[src/rtl/mem_copy_engine_pkg.sv]
// Shared widths and FSM encodings for the memory copy/fill engine.
`timescale 1ns/1ps
package mem_copy_engine_pkg;

    localparam int ISIZE = 16;
    localparam int DSIZE = 16;

    localparam logic [1:0] MC_IDLE   = 2'd0;
    localparam logic [1:0] MC_READ   = 2'd1;
    localparam logic [1:0] MC_WRITE  = 2'd2;
    localparam logic [1:0] MC_FINISH = 2'd3;

endpackage

[src/rtl/mem_copy_engine_if.sv]
// Single-port memory bus: the engine drives address/write side, memory returns read data.
`timescale 1ns/1ps
interface mem_copy_engine_if
    import mem_copy_engine_pkg::*;
#(
    parameter int AW = ISIZE,
    parameter int DW = DSIZE
);
    logic          mem_wen;
    logic [AW-1:0] mem_addr;
    logic [DW-1:0] mem_wdata;
    logic [DW-1:0] mem_rdata;

    modport master (
        output mem_wen,
        output mem_addr,
        output mem_wdata,
        input  mem_rdata
    );

    modport slave (
        input  mem_wen,
        input  mem_addr,
        input  mem_wdata,
        output mem_rdata
    );
endinterface

[src/rtl/mem_copy_engine.sv]
// Block copy / constant fill engine that owns the shared memory port while busy.
`timescale 1ns/1ps
module mem_copy_engine
    import mem_copy_engine_pkg::*;
#(
    parameter int AW = ISIZE,
    parameter int DW = DSIZE
) (
    input  logic                 clk,
    input  logic                 rst,
    input  logic                 start,
    input  logic                 fill_en,
    input  logic [AW-1:0]        src_addr,
    input  logic [AW-1:0]        dst_addr,
    input  logic [AW-1:0]        len,
    input  logic [DW-1:0]        fill_data,
    input  logic                 abort,
    mem_copy_engine_if.master    mem,
    output logic                 busy,
    output logic                 done,
    output logic [AW-1:0]        count
);

    logic [1:0]    state_q, state_d;
    logic [AW-1:0] src_q, src_d;
    logic [AW-1:0] dst_q, dst_d;
    logic [AW-1:0] rem_q, rem_d;
    logic [AW-1:0] count_q, count_d;
    logic [DW-1:0] data_q, data_d;
    logic [DW-1:0] fdata_q, fdata_d;
    logic          fill_q, fill_d;

    always_comb begin
        state_d = state_q;
        src_d   = src_q;
        dst_d   = dst_q;
        rem_d   = rem_q;
        count_d = count_q;
        data_d  = data_q;
        fdata_d = fdata_q;
        fill_d  = fill_q;
        case (state_q)
            MC_IDLE: begin
                if (start) begin
                    src_d   = src_addr;
                    dst_d   = dst_addr;
                    rem_d   = len;
                    fill_d  = fill_en;
                    fdata_d = fill_data;
                    count_d = '0;
                    if (len == '0)
                        state_d = MC_FINISH;
                    else if (fill_en)
                        state_d = MC_WRITE;
                    else
                        state_d = MC_READ;
                end
            end
            MC_READ: begin
                data_d  = mem.mem_rdata;
                state_d = MC_WRITE;
            end
            MC_WRITE: begin
                // Address arithmetic wraps modulo 2^AW by construction.
                src_d   = src_q + AW'(1);
                dst_d   = dst_q + AW'(1);
                count_d = count_q + AW'(1);
                rem_d   = rem_q - AW'(1);
                if (rem_q == AW'(1) || abort)
                    state_d = MC_FINISH;
                else if (fill_q)
                    state_d = MC_WRITE;
                else
                    state_d = MC_READ;
            end
            MC_FINISH: state_d = MC_IDLE;
            default:   state_d = MC_IDLE;
        endcase
    end

    always_ff @(posedge clk) begin
        if (rst) begin
            state_q <= MC_IDLE;
            src_q   <= '0;
            dst_q   <= '0;
            rem_q   <= '0;
            count_q <= '0;
            data_q  <= '0;
            fdata_q <= '0;
            fill_q  <= 1'b0;
        end else begin
            state_q <= state_d;
            src_q   <= src_d;
            dst_q   <= dst_d;
            rem_q   <= rem_d;
            count_q <= count_d;
            data_q  <= data_d;
            fdata_q <= fdata_d;
            fill_q  <= fill_d;
        end
    end

    // The memory reloads while rst is high, so a write must never be issued then.
    assign mem.mem_wen   = (state_q == MC_WRITE) && !rst;
    assign mem.mem_addr  = (state_q == MC_READ)  ? src_q :
                           (state_q == MC_WRITE) ? dst_q : '0;
    assign mem.mem_wdata = (state_q == MC_WRITE) ? (fill_q ? fdata_q : data_q) : '0;

    assign busy  = (state_q != MC_IDLE);
    assign done  = (state_q == MC_FINISH);
    assign count = count_q;

endmodule

[src/flat_wrapper.sv]
// flat-port wrapper written by rule: the top's interface ports become plain ports
module mem_copy_engine_flat import mem_copy_engine_pkg::*;
#(
    parameter int AW = ISIZE,
    parameter int DW = DSIZE
)
  (clk, rst, start, fill_en, src_addr, dst_addr, len, fill_data, abort, busy, done, count, mem_mem_wen, mem_mem_addr, mem_mem_wdata, mem_mem_rdata);
  mem_copy_engine_if #(.AW(AW), .DW(DW)) mem_i ();
  input  logic clk;
  input  logic rst;
  input  logic start;
  input  logic fill_en;
  input  logic [AW-1:0] src_addr;
  input  logic [AW-1:0] dst_addr;
  input  logic [AW-1:0] len;
  input  logic [DW-1:0] fill_data;
  input  logic abort;
  output logic busy;
  output logic done;
  output logic [AW-1:0] count;
  output wire logic [$bits(mem_i.mem_wen)-1:0] mem_mem_wen;
  output wire logic [$bits(mem_i.mem_addr)-1:0] mem_mem_addr;
  output wire logic [$bits(mem_i.mem_wdata)-1:0] mem_mem_wdata;
  input wire logic [$bits(mem_i.mem_rdata)-1:0] mem_mem_rdata;
  assign mem_mem_wen = mem_i.mem_wen;
  assign mem_mem_addr = mem_i.mem_addr;
  assign mem_mem_wdata = mem_i.mem_wdata;
  assign mem_i.mem_rdata = mem_mem_rdata;
  mem_copy_engine #(.AW(AW), .DW(DW)) u_core (.clk(clk), .rst(rst), .start(start), .fill_en(fill_en), .src_addr(src_addr), .dst_addr(dst_addr), .len(len), .fill_data(fill_data), .abort(abort), .mem(mem_i), .busy(busy), .done(done), .count(count));
endmodule
[config.mk]
export PLATFORM = sky130hd
export DESIGN_NAME = mem_copy_engine_flat
export DESIGN_NICKNAME = d
export VERILOG_FILES = /design/src/rtl/mem_copy_engine_pkg.sv /design/src/rtl/mem_copy_engine_if.sv /design/src/rtl/mem_copy_engine.sv /design/src/flat_wrapper.sv
export SDC_FILE = /design/constraint.sdc
export NUM_CORES = 1
export LEC_CHECK = 0
export CORE_ASPECT_RATIO = 2
export CORE_MARGIN = 2
export CORE_UTILIZATION = 49
export DETAILED_ROUTE_END_ITERATION = 16
export PLACE_DENSITY = 0.89
export SLEW_MARGIN = 20
export SYNTH_ARGS = -nofsm -noshare
export SYNTH_HDL_FRONTEND = slang
export SYNTH_SLANG_ARGS = --single-unit
[constraint.sdc]
create_clock -name clk -period 2.2 [get_ports clk]
set_input_delay 0.44 -clock clk [delete_from_list [all_inputs] [get_ports clk]]
set_output_delay 0.44 -clock clk [all_outputs]
set_load 0.03 [all_outputs]
==> reports/results.ini <==
[global_routing]
antenna_found_initial = 0
grt_pass1_vias = 5406
grt_use_total = 0.278
grt-ovfl-total = 0
grt_start_max_net_pins = 97
grt_pass1_wl_um = 26000

[floorplanning]
core_area_mm2 = 0.0103
chipWidth_um = 76.4
start_util = 0.497
die_y_um = 149
dieArea_mm2 = 0.0114
num_rows = 53
boundaryPins = 136

[sta]
max_freq_mhz = 472
setup_violations = 0
skew_ns = 0.00735
rsz0062_at_grt = no
finalHoldViolCount = 0
slew_violations = 0
tightest_slew_ns = 0.551
post-route-period-util = 0.963
fin_crit_ns = 2.12
slew_headroom = 0.630
hold_ws_ns = 0.456

[critical_path]
required_ns = 1.76
crit_type = reg2out
arrival_ns = 1.68
start_kind = register
path_max_fanout = 16
critPathCaptureType = primary output

[place]
hpwl_um = 11400
gp_congestion = 0.920
port_buffers = 135
dpl.cell_count = 938

[layout]
nets = 904
final_util = 0.682
fin_cells = 956
drive_above_1_share = 0.139
fillers = 865
diodes = 0
synthToLayoutAreaGrowth_pct = 37.1

[synthesis]
ys.flop_type = dfxtp_1
syn_nets = 767
yosys.area.top_type = dfxtp_1
synth-edff-count = 0
synth_common_cells = 118 x nand2_1, 99 x dfxtp_1, 75 x a21oi_1
synth_top_area_frac = 0.385
yosysWarnings = 0
ys_types = 55
ys_seq_area_frac = 0.385
syn_area_mm2 = 0.00514
synth.most_common_cell = nand2_1
syn_area_per_cell_um2 = 7.60
ys_seq_elements = 99
syn_inst = 677
async_flop_share = 0
ys_top_cells_by_area = dfxtp_1 39%, nand2_1 8.6%, a21oi_1 7.3%

[drt]
drt_first_pass_iters = 7
drc = 0
vias_per_cell = 5.98
wl_per_cell_um = 17.0
drt_iter0_markers = 451
ant_nets = 0
totalWireLength_um = 16200
num_vias = 5719

[clocking]
insertion_delay_ns = 0.34
cts_buffers = 9
cts-htree-levels = 3
clockRootBuffer = clkbuf_16
hold_buffers = 0
cts_sinks = 99
cts_tree = done
clkTransAtPathRegs_ns = 0.07
clockBufferDepth = 2

[pwr]
power_mw = 4.92
peakVddDrop_v = 0.000431
p_per_area_mw_per_mm2 = 697
seq_power_share = 0.433
clkPwrFrac = 0.308
static-leakage-power_nw = 2.56
p_comb_frac = 0.259
p_int_mw = 3.37
switching_power_mw = 1.55
switching_share = 0.316

[hold_path]
worstHoldPathType = reg2reg

[run]
maxCapViolCount = 0

[outcome]
outcome = finished clean

==> cell usage in the layout, fill, tap and decap left out, types with 5 or more instances in the layout <==
cell type	count
a211oi_1	8
a21oi_1	75
a22o_1	13
a22oi_1	7
a311oi_1	6
a31oi_1	10
and3_1	12
buf_4	65
clkbuf_16	10
clkdlybuf4s50_1	100
dfxtp_1	97
ha_1	5
inv_1	7
mux2_2	5
mux2i_1	18
nand2_1	118
nand3_1	31
nand4_1	11
nor2_1	66
nor2b_1	6
nor3_1	17
nor4_1	13
o211ai_1	11
o21ai_0	21
o22ai_1	8
or2_2	6
or3_1	10
==> path summary, 6_finish.rpt <==
check,slack [ns],end,cells after the start,startpoint
worst max-delay path,0.08,mem_mem_addr[1],5,u_core.state_q[0]
worst min-delay path,0.46,u_core.data_q[9],2,u_core.data_q[9]
worst max register to register,0.21,u_core.dst_q[15],5,u_core.dst_q[0]
worst min register to register,0.46,u_core.data_q[9],2,u_core.data_q[9]
==> routing by layer <==
layer | share of wire | vias to the layer above | global-route usage
li1 | - | 2723 | -
met4 | 0.034 | 0 | 0.124
met2 | 0.50 | 297 | 0.471
met3 | 0.071 | 41 | 0.0424
met5 | 0 | - | 0
met1 | 0.39 | 2658 | 0.348
==> power by group through the flow <==
| stage | clock network (mW) | logic, mW | registers (mW) |
|---|---|---|---|
| 2_1_floorplan | 0 | 0.737 | 2.11 |
| 3_3_place_gp | 0 | 1.20 | 2.15 |
| 3_5_place_dp | 0 | 1.23 | 2.16 |
| 4_1_cts | 1.53 | 1.24 | 2.12 |
| 5_1_grt | 1.61 | 1.38 | 2.15 |
| 6_report | 1.51 | 1.28 | 2.13 |
==> sequential cells by signal, summed over array words and instances (netlist names) <==
| name | count |
|---|---|
| u_core.state_q | 2 |
| u_core.src_q | 16 |
| u_core.count | 16 |
| u_core.rem_q | 16 |
| u_core.fill_q | 1 |
| u_core.fdata_q | 16 |
| u_core.dst_q | 16 |
| u_core.data_q | 16 |
==> critical path, cell delays in order (launching register included) <==
cell	delay (ns)
dfxtp_2	0.46
buf_4	0.22
nor2b_4	0.06
buf_12	0.15
a22o_1	0.26
buf_4	0.18
==> stage by stage <==
stage / worst slack, ns / setup TNS [ns] / instance area [um2]
2_1_floorplan: 0.0398 / 0 / 5140
3_3_place_gp: 0.0524 / 0 / 6730
3_5_place_dp: -0.00110 / -0.00110 / 6730
4_1_cts: 0.0413 / 0 / 7010
5_1_grt: 0.0295 / 0 / 7050
6_report: 0.0805 / 0 / 7050
==> what timing repair did <==
action / 4_1_cts / 5_1_grt
cloned: 0 / 1
gates resized for setup: 3 / 3
setup buffers: 0 / 1
endpoints found under the setup margin: 30 / 15
==> layout make-up <==
class / instances / area (um2) / area share
Tap cell: 137 / 171 / 0.0243
Multi-Input combinational cell: 524 / 2980 / 0.422
Sequential cell: 99 / 1980 / 0.281
Timing Repair Buffer: 172 / 1610 / 0.228
Clock buffer: 12 / 256 / 0.0364
Clock inverter: 4 / 23.8 / 0.00337
Inverter: 8 / 30.0 / 0.00426
==> cells by family after synthesis <==
logic type / after synthesis / synth area share
simple gates: 314 / 0.289
compound gates: 178 / 0.220
flops: 99 / 0.385
buf+inv: 54 / 0.0401
mux: 23 / 0.0460
fa+ha+maj: 5 / 0.0122
xor+xnor: 4 / 0.00681
Power figures use the tool's default switching activity.
